`src/rtl/ast_tensor_job_sequencer.sv`:
```
// Single-job sequencer that loads A/B into ast_tensor_system_sv, starts it and drains X to memory.
// Define AST_SEQ_TIMEOUT_EN to enable the WAIT-state watchdog (TIMEOUT_CYCLES).
module ast_tensor_job_sequencer #(
    parameter int DATAWIDTH      = 14,
    parameter int SIZE           = 4,
    parameter int ADDRWIDTH      = 8,
    parameter int TIMEOUT_CYCLES = 256
) (
    input  logic                      clk,
    input  logic                      reset,
    input  logic                      cmd_valid,
    output logic                      cmd_ready,
    input  logic [$clog2(SIZE):0]     cmd_q,
    input  logic [$clog2(SIZE):0]     cmd_r,
    input  logic [$clog2(SIZE):0]     cmd_k,
    input  logic [ADDRWIDTH-1:0]      cmd_a_base,
    input  logic [ADDRWIDTH-1:0]      cmd_b_base,
    input  logic [ADDRWIDTH-1:0]      cmd_x_base,
    input  logic                      cmd_relu,
    output logic                      rd_en,
    output logic [ADDRWIDTH-1:0]      rd_addr,
    input  logic [DATAWIDTH-1:0]      rd_data,
    output logic                      wr_en,
    output logic [ADDRWIDTH-1:0]      wr_addr,
    output logic [DATAWIDTH-1:0]      wr_data,
    output logic [$clog2(SIZE):0]     ts_depth,
    output logic [$clog2(SIZE):0]     ts_width,
    output logic [DATAWIDTH-1:0]      ts_data,
    output logic                      ts_wen,
    output logic                      ts_set,
    output logic                      ts_relu,
    output logic                      ts_start,
    output logic                      ts_ren,
    input  logic                      ts_busy,
    input  logic                      ts_done,
    input  logic [DATAWIDTH-1:0]      ts_data_out,
    output logic                      job_done,
    output logic                      job_error
);

    localparam int DW = $clog2(SIZE) + 1;
    localparam int CW = $clog2(SIZE * SIZE) + 1;
    localparam logic [DW-1:0] SIZE_D = DW'(SIZE);

    typedef enum logic [2:0] {IDLE, LOAD_A, LOAD_B, START, WAIT, DRAIN, FINISH} state_t;

    state_t               state;
    logic [CW-1:0]        cnt;
    logic [CW-1:0]        tot_a;
    logic [CW-1:0]        tot_b;
    logic [CW-1:0]        tot_x;
    logic [DW-1:0]        r_l;
    logic [DW-1:0]        k_l;
    logic [ADDRWIDTH-1:0] b_base_l;
    logic [ADDRWIDTH-1:0] x_base_l;
    logic                 cmd_bad;
`ifdef AST_SEQ_TIMEOUT_EN
    localparam int WW = $clog2(TIMEOUT_CYCLES + 1);
    logic [WW-1:0]        wdog;
`endif

    assign cmd_bad = (cmd_q == '0) || (cmd_q > SIZE_D) ||
                     (cmd_r == '0) || (cmd_r > SIZE_D) ||
                     (cmd_k == '0) || (cmd_k > SIZE_D);

    assign cmd_ready = (state == IDLE) && !ts_busy;

    // Memory and tensor read data are one cycle behind their strobes, so they pass straight through.
    assign ts_data = ts_wen ? rd_data : '0;
    assign wr_data = wr_en ? ts_data_out : '0;

    always_ff @(posedge clk) begin
        if (reset) begin
            state     <= IDLE;
            rd_en     <= 1'b0;
            rd_addr   <= '0;
            wr_en     <= 1'b0;
            wr_addr   <= '0;
            ts_depth  <= '0;
            ts_width  <= '0;
            ts_wen    <= 1'b0;
            ts_set    <= 1'b0;
            ts_relu   <= 1'b0;
            ts_start  <= 1'b0;
            ts_ren    <= 1'b0;
            job_done  <= 1'b0;
            job_error <= 1'b0;
            cnt       <= '0;
            tot_a     <= '0;
            tot_b     <= '0;
            tot_x     <= '0;
            r_l       <= '0;
            k_l       <= '0;
            b_base_l  <= '0;
            x_base_l  <= '0;
`ifdef AST_SEQ_TIMEOUT_EN
            wdog      <= '0;
`endif
        end else begin
            job_done  <= 1'b0;
            job_error <= 1'b0;
            ts_start  <= 1'b0;
            case (state)
                IDLE: begin
                    if (cmd_valid && cmd_ready) begin
                        if (cmd_bad) begin
                            job_error <= 1'b1;
                        end else begin
                            state    <= LOAD_A;
                            r_l      <= cmd_r;
                            k_l      <= cmd_k;
                            b_base_l <= cmd_b_base;
                            x_base_l <= cmd_x_base;
                            tot_a    <= CW'(cmd_q) * CW'(cmd_r);
                            tot_b    <= CW'(cmd_r) * CW'(cmd_k);
                            tot_x    <= CW'(cmd_q) * CW'(cmd_k);
                            ts_relu  <= cmd_relu;
                            ts_set   <= 1'b0;
                            ts_depth <= cmd_r;
                            ts_width <= cmd_q;
                            rd_en    <= 1'b1;
                            rd_addr  <= cmd_a_base;
                            cnt      <= CW'(1);
                        end
                    end
                end
                LOAD_A, LOAD_B: begin
                    ts_wen <= rd_en;
                    // The cycle after the last read carries only the trailing FIFO write.
                    if (rd_en) begin
                        if (cnt == ((state == LOAD_A) ? tot_a : tot_b)) begin
                            rd_en <= 1'b0;
                        end else begin
                            rd_addr <= rd_addr + ADDRWIDTH'(1);
                            cnt     <= cnt + CW'(1);
                        end
                    end else if (state == LOAD_A) begin
                        state    <= LOAD_B;
                        ts_set   <= 1'b1;
                        ts_depth <= k_l;
                        ts_width <= r_l;
                        rd_en    <= 1'b1;
                        rd_addr  <= b_base_l;
                        cnt      <= CW'(1);
                    end else begin
                        state    <= START;
                        ts_start <= 1'b1;
                    end
                end
                START: begin
                    state <= WAIT;
`ifdef AST_SEQ_TIMEOUT_EN
                    wdog  <= '0;
`endif
                end
                WAIT: begin
                    if (ts_done) begin
                        state   <= DRAIN;
                        ts_ren  <= 1'b1;
                        cnt     <= CW'(1);
                        wr_addr <= x_base_l;
                    end
`ifdef AST_SEQ_TIMEOUT_EN
                    else if (wdog == WW'(TIMEOUT_CYCLES - 1)) begin
                        state     <= IDLE;
                        job_error <= 1'b1;
                        ts_relu   <= 1'b0;
                        ts_set    <= 1'b0;
                        ts_depth  <= '0;
                        ts_width  <= '0;
                        rd_addr   <= '0;
                    end else begin
                        wdog <= wdog + WW'(1);
                    end
`endif
                end
                DRAIN: begin
                    wr_en <= ts_ren;
                    if (wr_en) begin
                        wr_addr <= wr_addr + ADDRWIDTH'(1);
                    end
                    if (ts_ren) begin
                        if (cnt == tot_x) begin
                            ts_ren <= 1'b0;
                        end else begin
                            cnt <= cnt + CW'(1);
                        end
                    end else begin
                        state    <= FINISH;
                        job_done <= 1'b1;
                    end
                end
                FINISH: begin
                    state    <= IDLE;
                    ts_relu  <= 1'b0;
                    ts_set   <= 1'b0;
                    ts_depth <= '0;
                    ts_width <= '0;
                    rd_addr  <= '0;
                    wr_addr  <= '0;
                end
                default: state <= IDLE;
            endcase
        end
    end

endmodule

```
`config.mk`:
```
export PLATFORM = sky130hd
export DESIGN_NAME = ast_tensor_job_sequencer
export DESIGN_NICKNAME = d
export VERILOG_FILES = /design/src/rtl/ast_tensor_job_sequencer.sv
export SDC_FILE = /design/constraint.sdc
export NUM_CORES = 1
export LEC_CHECK = 0
export CAP_MARGIN = 20
export CORE_UTILIZATION = 36
export DETAILED_ROUTE_END_ITERATION = 10
export GPL_ROUTABILITY_DRIVEN = 0
export GPL_TIMING_DRIVEN = 0
export RECOVER_POWER = 25
export SYNTH_ARGS = -nofsm -noshare
export SYNTH_HDL_FRONTEND = slang
export SYNTH_SLANG_ARGS = --single-unit
```
`constraint.sdc`:
```
create_clock -name clk -period 5.2 [get_ports clk]
set_clock_uncertainty 0.05 [all_clocks]
set_input_delay 1.04 -clock clk [delete_from_list [all_inputs] [get_ports clk]]
set_output_delay 1.04 -clock clk [all_outputs]
set_load 0.05 [all_outputs]
```
==> results of run 1 <==
[per-stage QoR]
stage / cell area [um2] / instances / utilization, % / worst slack (ns)
CTS: 6280 / 881 / 51.8 / 1.47
floorplan: 4520 / 573 / - / 2.27
global route: 6280 / 881 / 51.8 / 1.46
finish: 6280 / 881 / 51.8 / 1.48
detailed placement: 5970 / 865 / 49.3 / 1.47
global placement: 5970 / 865 / 49.3 / 1.46
[final timing paths]
kind	to	startpoint
max	cmd_ready	ts_busy
min	ts_width[2]	ts_width[2]
max reg2reg	rd_addr[0]	state[1]
min reg2reg	ts_width[2]	ts_width[2]
[power by group through the flow]
stage	combinational (mW)	clock (mW)	sequential, mW
floorplan	0.464	0	0.862
global placement	0.874	0	0.723
detailed placement	0.882	0	0.724
CTS	0.885	0.656	0.712
global route	0.947	0.686	0.723
finish	0.882	0.645	0.712
[cell families after synthesis]
group	after synthesis
AO/OA/AOI/OAI	143
flip-flops	76
multiplexers	7
AND/OR/NAND/NOR	248
adder cells (fa/ha/maj)	18
XOR/XNOR	19
buffers and inverters	62
[state kept, by name, indices dropped and copies added, names as in the netlist]
signal,count
job_done,1
ts_width,3
ts_ren,1
job_error,1
tot_b,5
ts_start,1
wr_addr,8
r_l,3
b_base_l,8
ts_wen,1
tot_a,5
tot_x,5
state,3
rd_en,1
cnt,5
x_base_l,8
k_l,3
ts_set,1
rd_addr,8
ts_relu,1
wr_en,1
ts_depth,3
[cells in the mapped netlist (all sizes together), types with 2 or more instances]
master and count:
a211o 2, a211oi 9, a21boi 3, a21oi 58, a221oi 4, a22oi 13, a2bb2oi 3, a311oi 7
a31oi 6, a32o 2, a32oi 3, and2 47, and3 3, and4 2, buf 17, clkbuf 26
dfxtp 76, fa 6, ha 12, inv 19, mux2 2, mux2i 5, nand2 103, nand2b 7
nand3 14, nand3b 2, nand4 3, nor2 37, nor2b 5, nor3 9, nor3b 4, nor4 3
o21ai 16, o22ai 2, o2bb2ai 2, o31ai 5, or3 5, xnor2 9, xor2 10
[layout make-up]
cell class / count / share of cell area (%)
buffer: 43 / 3.13
clock buffer: 10 / 3.81
clock inverter: 6 / 1.12
inverter: 19 / 1.14
multi-input combinational: 435 / 43.4
sequential: 76 / 24.2
tap: 168 / 3.35
timing repair buffer: 124 / 19.8
[worst min-delay path: cells and delay by family (launching register included)]
| kind | cells | cell delay [ns] |
|---|---|---|
| simple gates | 1 | 0.05 |
| flops | 1 | 0.31 |
| compound gates | 1 | 0.05 |
[metal layers]
metal	GRT usage (%)	vias to the layer above	routed length (um)
li1	-	2256	-
met1	30.1	2184	6500
met2	35.0	149	6550
met3	5.26	5	844
met4	5.11	0	98
met5	0	-	0
==> qor.txt, run 1 <==
Run status: finished clean
Crit path buffers/inverters: 2
Vias in the first global route: 4296
CP Capture Type: output port
DIE WIDTH: 114 um
Maximum VDD drop: 0.214 mV
Global Route Usage Sum: 22.0%
Clk buf depth: 2
Fmax: 0.269 GHz
Core area: 12100 um2
Row count: 40
Syn avg cell area: 7.88 um2
Register area: 1520 um2
Power after layout: 2.24 mW
Fin crit share: 71.5%
Tightest Hold Check Type: reg2reg
FF-to-FF path depth: 8
Clock Power Share: 28.8%
Critical path's slowest cell: clkdlybuf4s50_1
Crit Path Max Fanout: 3
Clock slew at the register clock pins of the worst setup and hold paths: 0.06 ns
Final Slew Violations: 0
Kind of critical path: in2out
Worst slew pin tran: 0.763 ns
Synth Area in Adders: 5.98%
Antenna-violating nets left: 0
Crit start category: input port
Initial DRC Count: 258
Simple-gate share of the synthesized area: 27.3%
CTS tree: built
Vias per inst: 5.21
Worst hold slack: 0.403 ns
GRT overflow: 0
Internal power: 1.37 mW
Top cell type's share of synthesized area: 33.7%
Post-synthesis xor/xnor area fraction: 3.68%
Total Wirelength: 14000 um
Number of flops mapped to enable cells by yosys: 0
Critical Path AT: 2.63 ns
Post-CTS Setup Inserts: 0
Data required, critical path: 4.11 ns
Post-synth ARST share: 0%
Most frequent cells in the layout: 103 x nand2_1, 103 x clkdlybuf4s50_1, 76 x dfxtp_1, 58 x a21oi_1, 45 x and2_1
Slowest Stage Delay on Critical Path: 0.87 ns
Sequential fraction of design power: 31.8%
Total leakage power: 2.24 nW
Syn_nets: 658
Routed wire per std cell: 15.9 um
# clock sinks: 76
Hold Path Stages: 2
RSZ-0062 raised after global routing: no
Synth Warn #: 0
Cells after synthesis: 573
Filler instances: 1181
Share of cells above drive strength 1: 6.87%
NetSw: 0.873 mW
Post-CTS Resized: 0
Initial Util: 37.3%
Nets: 793
Yosys cell types: 65
Setup_tns: 0 ns
# DRC: 0
Mux contribution to synthesized area: 1.61%
Comb pwr share: 39.4%
Synth top area cells: dfxtp_1 34%, nand2_1 8.6%, a21oi_1 6.4%
CP top delay family: buffers and inverters
CP Cell Sequence: clkdlybuf4s50_1 > nor4_4 > clkdlybuf4s50_1
IO Pins: 127
Period minus WS final: 3.72 ns
Root Driver: clkbuf_16
Sw Ratio: 39.0%
Post-synth design cell area: 4520 um2
Area of the multi-input gates: 2730 um2
R2R Setup Slk: 2.86 ns
Area Growth Syn to Fin: 38.9%
Sequential share of the synthesized area: 33.7%
Antenna cells: 0
Max-Cap Viols: 0
Pre-antenna DRT Iters: 4
CTS Buf Count: 9
Power Density: 357 nW/um2
Synth Area in Compound Gates: 21.7%
Dpl hpwl: 10700 um
Most used cell along the critical path: clkdlybuf4s50_1
Die area: 13000 um2
H-tree depth reported by CTS: 3
Cts hold-fix bufs: 0
Initial antenna violation count: 0
Vias post-DR: 4594
Synth area leader: dfxtp_1
Global-route wire length before repair: 22200 um
Main synth FF type: dfxtp_1
Clock latency on the worst-skew pair: 0.35 ns
Yosys reg bits: 76
Largest net degree at the start of global routing: 15
Setup violations, final: 0
Die Y: 114 um
Worst slew margin: 49.2%
Worst path depth: 3
Combinational family with the most area after synthesis: simple AND/OR/NAND/NOR gates
Final hold violations: 0
Port Buffer Count: 124
(Power assumes the default switching activity.)
==> run 2, diff against run 1 <==
==> constraint.sdc (replaced) <==
create_clock -name clk -period 3.6 [get_ports clk]
set_clock_uncertainty 0.05 [all_clocks]
set_input_delay 0.72 -clock clk [delete_from_list [all_inputs] [get_ports clk]]
set_output_delay 0.72 -clock clk [all_outputs]
set_load 0.05 [all_outputs]
==> results of run 2 <==
Same layout as run 1 (identical final DEF). Status: finished clean.
Main changes from that run: setup slack after placement 1.47 ns -> 0.223 ns; setup slack after layout 1.48 ns -> 0.524 ns; register-to-register setup slack 2.86 ns -> 1.26 ns; total power 2.24 mW -> 3.24 mW; worst IR drop on VDD 0.214 mV -> 0.309 mV
==> patch, RTL diff (config.mk and constraints of run 2) <==
Add a define of `AST_SEQ_TIMEOUT_EN`.
--- a/src/rtl/ast_tensor_job_sequencer.sv
+++ b/src/rtl/ast_tensor_job_sequencer.sv
@@ -1,5 +1,7 @@
 // Single-job sequencer that loads A/B into ast_tensor_system_sv, starts it and drains X to memory.
 // Define AST_SEQ_TIMEOUT_EN to enable the WAIT-state watchdog (TIMEOUT_CYCLES).
+`define AST_SEQ_TIMEOUT_EN
+
 module ast_tensor_job_sequencer #(
     parameter int DATAWIDTH      = 14,
     parameter int SIZE           = 4,
Function: same outputs for any inputs over 4 cycles, from zero or initial values and one cycle with reset high; that may be too few to reach the edited logic, so the function may still have changed.
==> patch against run 2 <==
Setup slack worse by 0.11 ns; cell count is 5.0% higher; sequential cell count rose by 9; design area is 3.6% higher; synthesized area is 5.7% higher; non-clock buffer count shrank 2; largest cell class unchanged; routed wire length grew 5.4%; synthesized cell count rose by 7.3%; via count is 4.5% higher.
Power is not compared: it rests on default switching activity, and its combinational part moved more than twofold at a synthesized area within 25%.
==> patch: results (changes against run 2) <==
| Metric | Value |
|---|---|
| Result of the run | completed |
| Adder-Cell Fraction of Synth Area | 6.186% (+0.20 points) |
| Number of warnings issued by yosys | 0 (unchanged) |
| Total Nets Final | 835 (+5.3%) |
| Capture endpoint of the worst hold path | b_base_l[0]$_SDFFE_PP0P_ |
| Total chip power | 2.286 mW |
| Synth top area cells | dfxtp_1 36%, nand2_1 8.7%, and2_1 6.0% |
| Cell count after placement | 908 (+5.0%) |
| Hold Crit Start | b_base_l[0]$_SDFFE_PP0P_ |
| Placed wire-length estimate | 11170 µm (+4.8%) |
| Synthesized Nets | 702 (+6.7%) |
| Number of global-route vias before repair | 4587 (+6.8%) |
| Minimum setup slack among reg-to-reg paths | 0.93 ns (-0.33 ns) |
| Share of the synthesized area in compound gates (AO/OA/AOI/OAI) | 20.00% (-1.7 points) |
| Via density per instance | 5.192 (-0.42%) |
| Average cell area after synthesis | 7.762 µm² (-1.5%) |
| Leading post-synthesis cells by instance count | 111 x nand2_1, 85 x dfxtp_1, 57 x a21oi_1 |
| Post-synth cell types | 54 (-17%) |
| Top reg by flops | wdog |
| Number of resized instances in the post-cts repair step | 0 (unchanged) |
| Part of the Yosys area used for sequential elements | 35.65% (+2.0 points) |
| Initial drt markers | 293 (+14%) |
| Kind of cell adding the most delay to the critical path | buffers and inverters |
| Highest fanout seen on the critical path | 2 (-1) |
| Top cell type's share of synthesized area | 35.65% (+2.0 points) |
| Grt met2 use | 37.10% (+2.1 points) |
| Worst reg2reg endpoint | tot_a[1]$_SDFFE_PP0P_ |
| Critical register-to-register path startpoint | state[2]$_SDFFE_PP0P_ |
| Met3 layer wire length in the routed design | 880 µm (+4.3%) |
| Launching instance or port of the critical path | ts_busy |
| Fraction of final layout cells sized beyond drive strength 1 | 4.250% (-2.6 points) |
| Met1 GRT Util | 28.00% (-2.1 points) |
| Multiplexer share of the synthesized area | 0.8388% (-0.77 points) |
| Detailed-router iteration count before antenna repair | 6 (+2) |
| Slew at the pin closest to its max-slew limit | 0.9601 ns (+0.1975 ns) |
| Largest net degree at the start of global routing | 16 (+1) |
| GR met3 Demand/Resource | 5.613% (+0.35 points) |
| WL per Instance | 15.94 µm (+0.38%) |
| Worst setup endpoint | cmd_ready |
| Overall routing resource usage | 22.18% (+0.15 points) |
| First-pass GRT wire length | 22980 µm (+3.4%) |
| Met2 WL | 7116 µm (+8.7%) |
| Max stage delay on crit path | 0.89 ns (+0.02 ns) |
| Detailed-route wire length on metal 1 | 6531 µm (+0.52%) |
| Number of buffers inserted by port buffering | 121 (-2.4%) |
| Arrival time of the worst setup path | 2.41 ns (+0.10 ns) |
| Xor-xnor portion of the synthesized cell area | 4.587% (+0.90 points) |
| Non-filler instance count after layout | 925 (+5.0%) |
==> patch: cell types whose count changed after synthesis, sizes merged, moves of 5 or more <==
| cell | change |
|---|---|
| a22oi | -6 |
| buf | -9 |
| clkbuf | +9 |
| dfxtp | +9 |
| nand2 | +8 |
| nand3b | +5 |
| nor2 | +11 |
| o21ai | +5 |
==> patch: cell type report <==
type                    instances  area, µm²
well taps                     172      215.2
clock buffers                   9      225.2
fillers                      1272       6270
inverters                      20      75.07
flip-flops and latches         85       1702
plain buffers                  43      180.2
clock inverters                 7      73.82
repair buffers                122       1216
multi-input cells             467       2816
==> patch: stage by stage <==
step | hold slack [ns] | setup slack (ns) | area [µm²] | util, %
after floorplan | 0.3813 | 0.04011 | 4773 | -
after global placement | 0.3921 | -0.1826 | 6200 | 48.54
after detailed placement | 0.3973 | -0.2054 | 6200 | 48.54
after CTS | 0.4055 | 0.1659 | 6499 | 50.88
after global routing | 0.4207 | 0.4291 | 6504 | 50.92
final | 0.4018 | 0.4162 | 6504 | 50.92
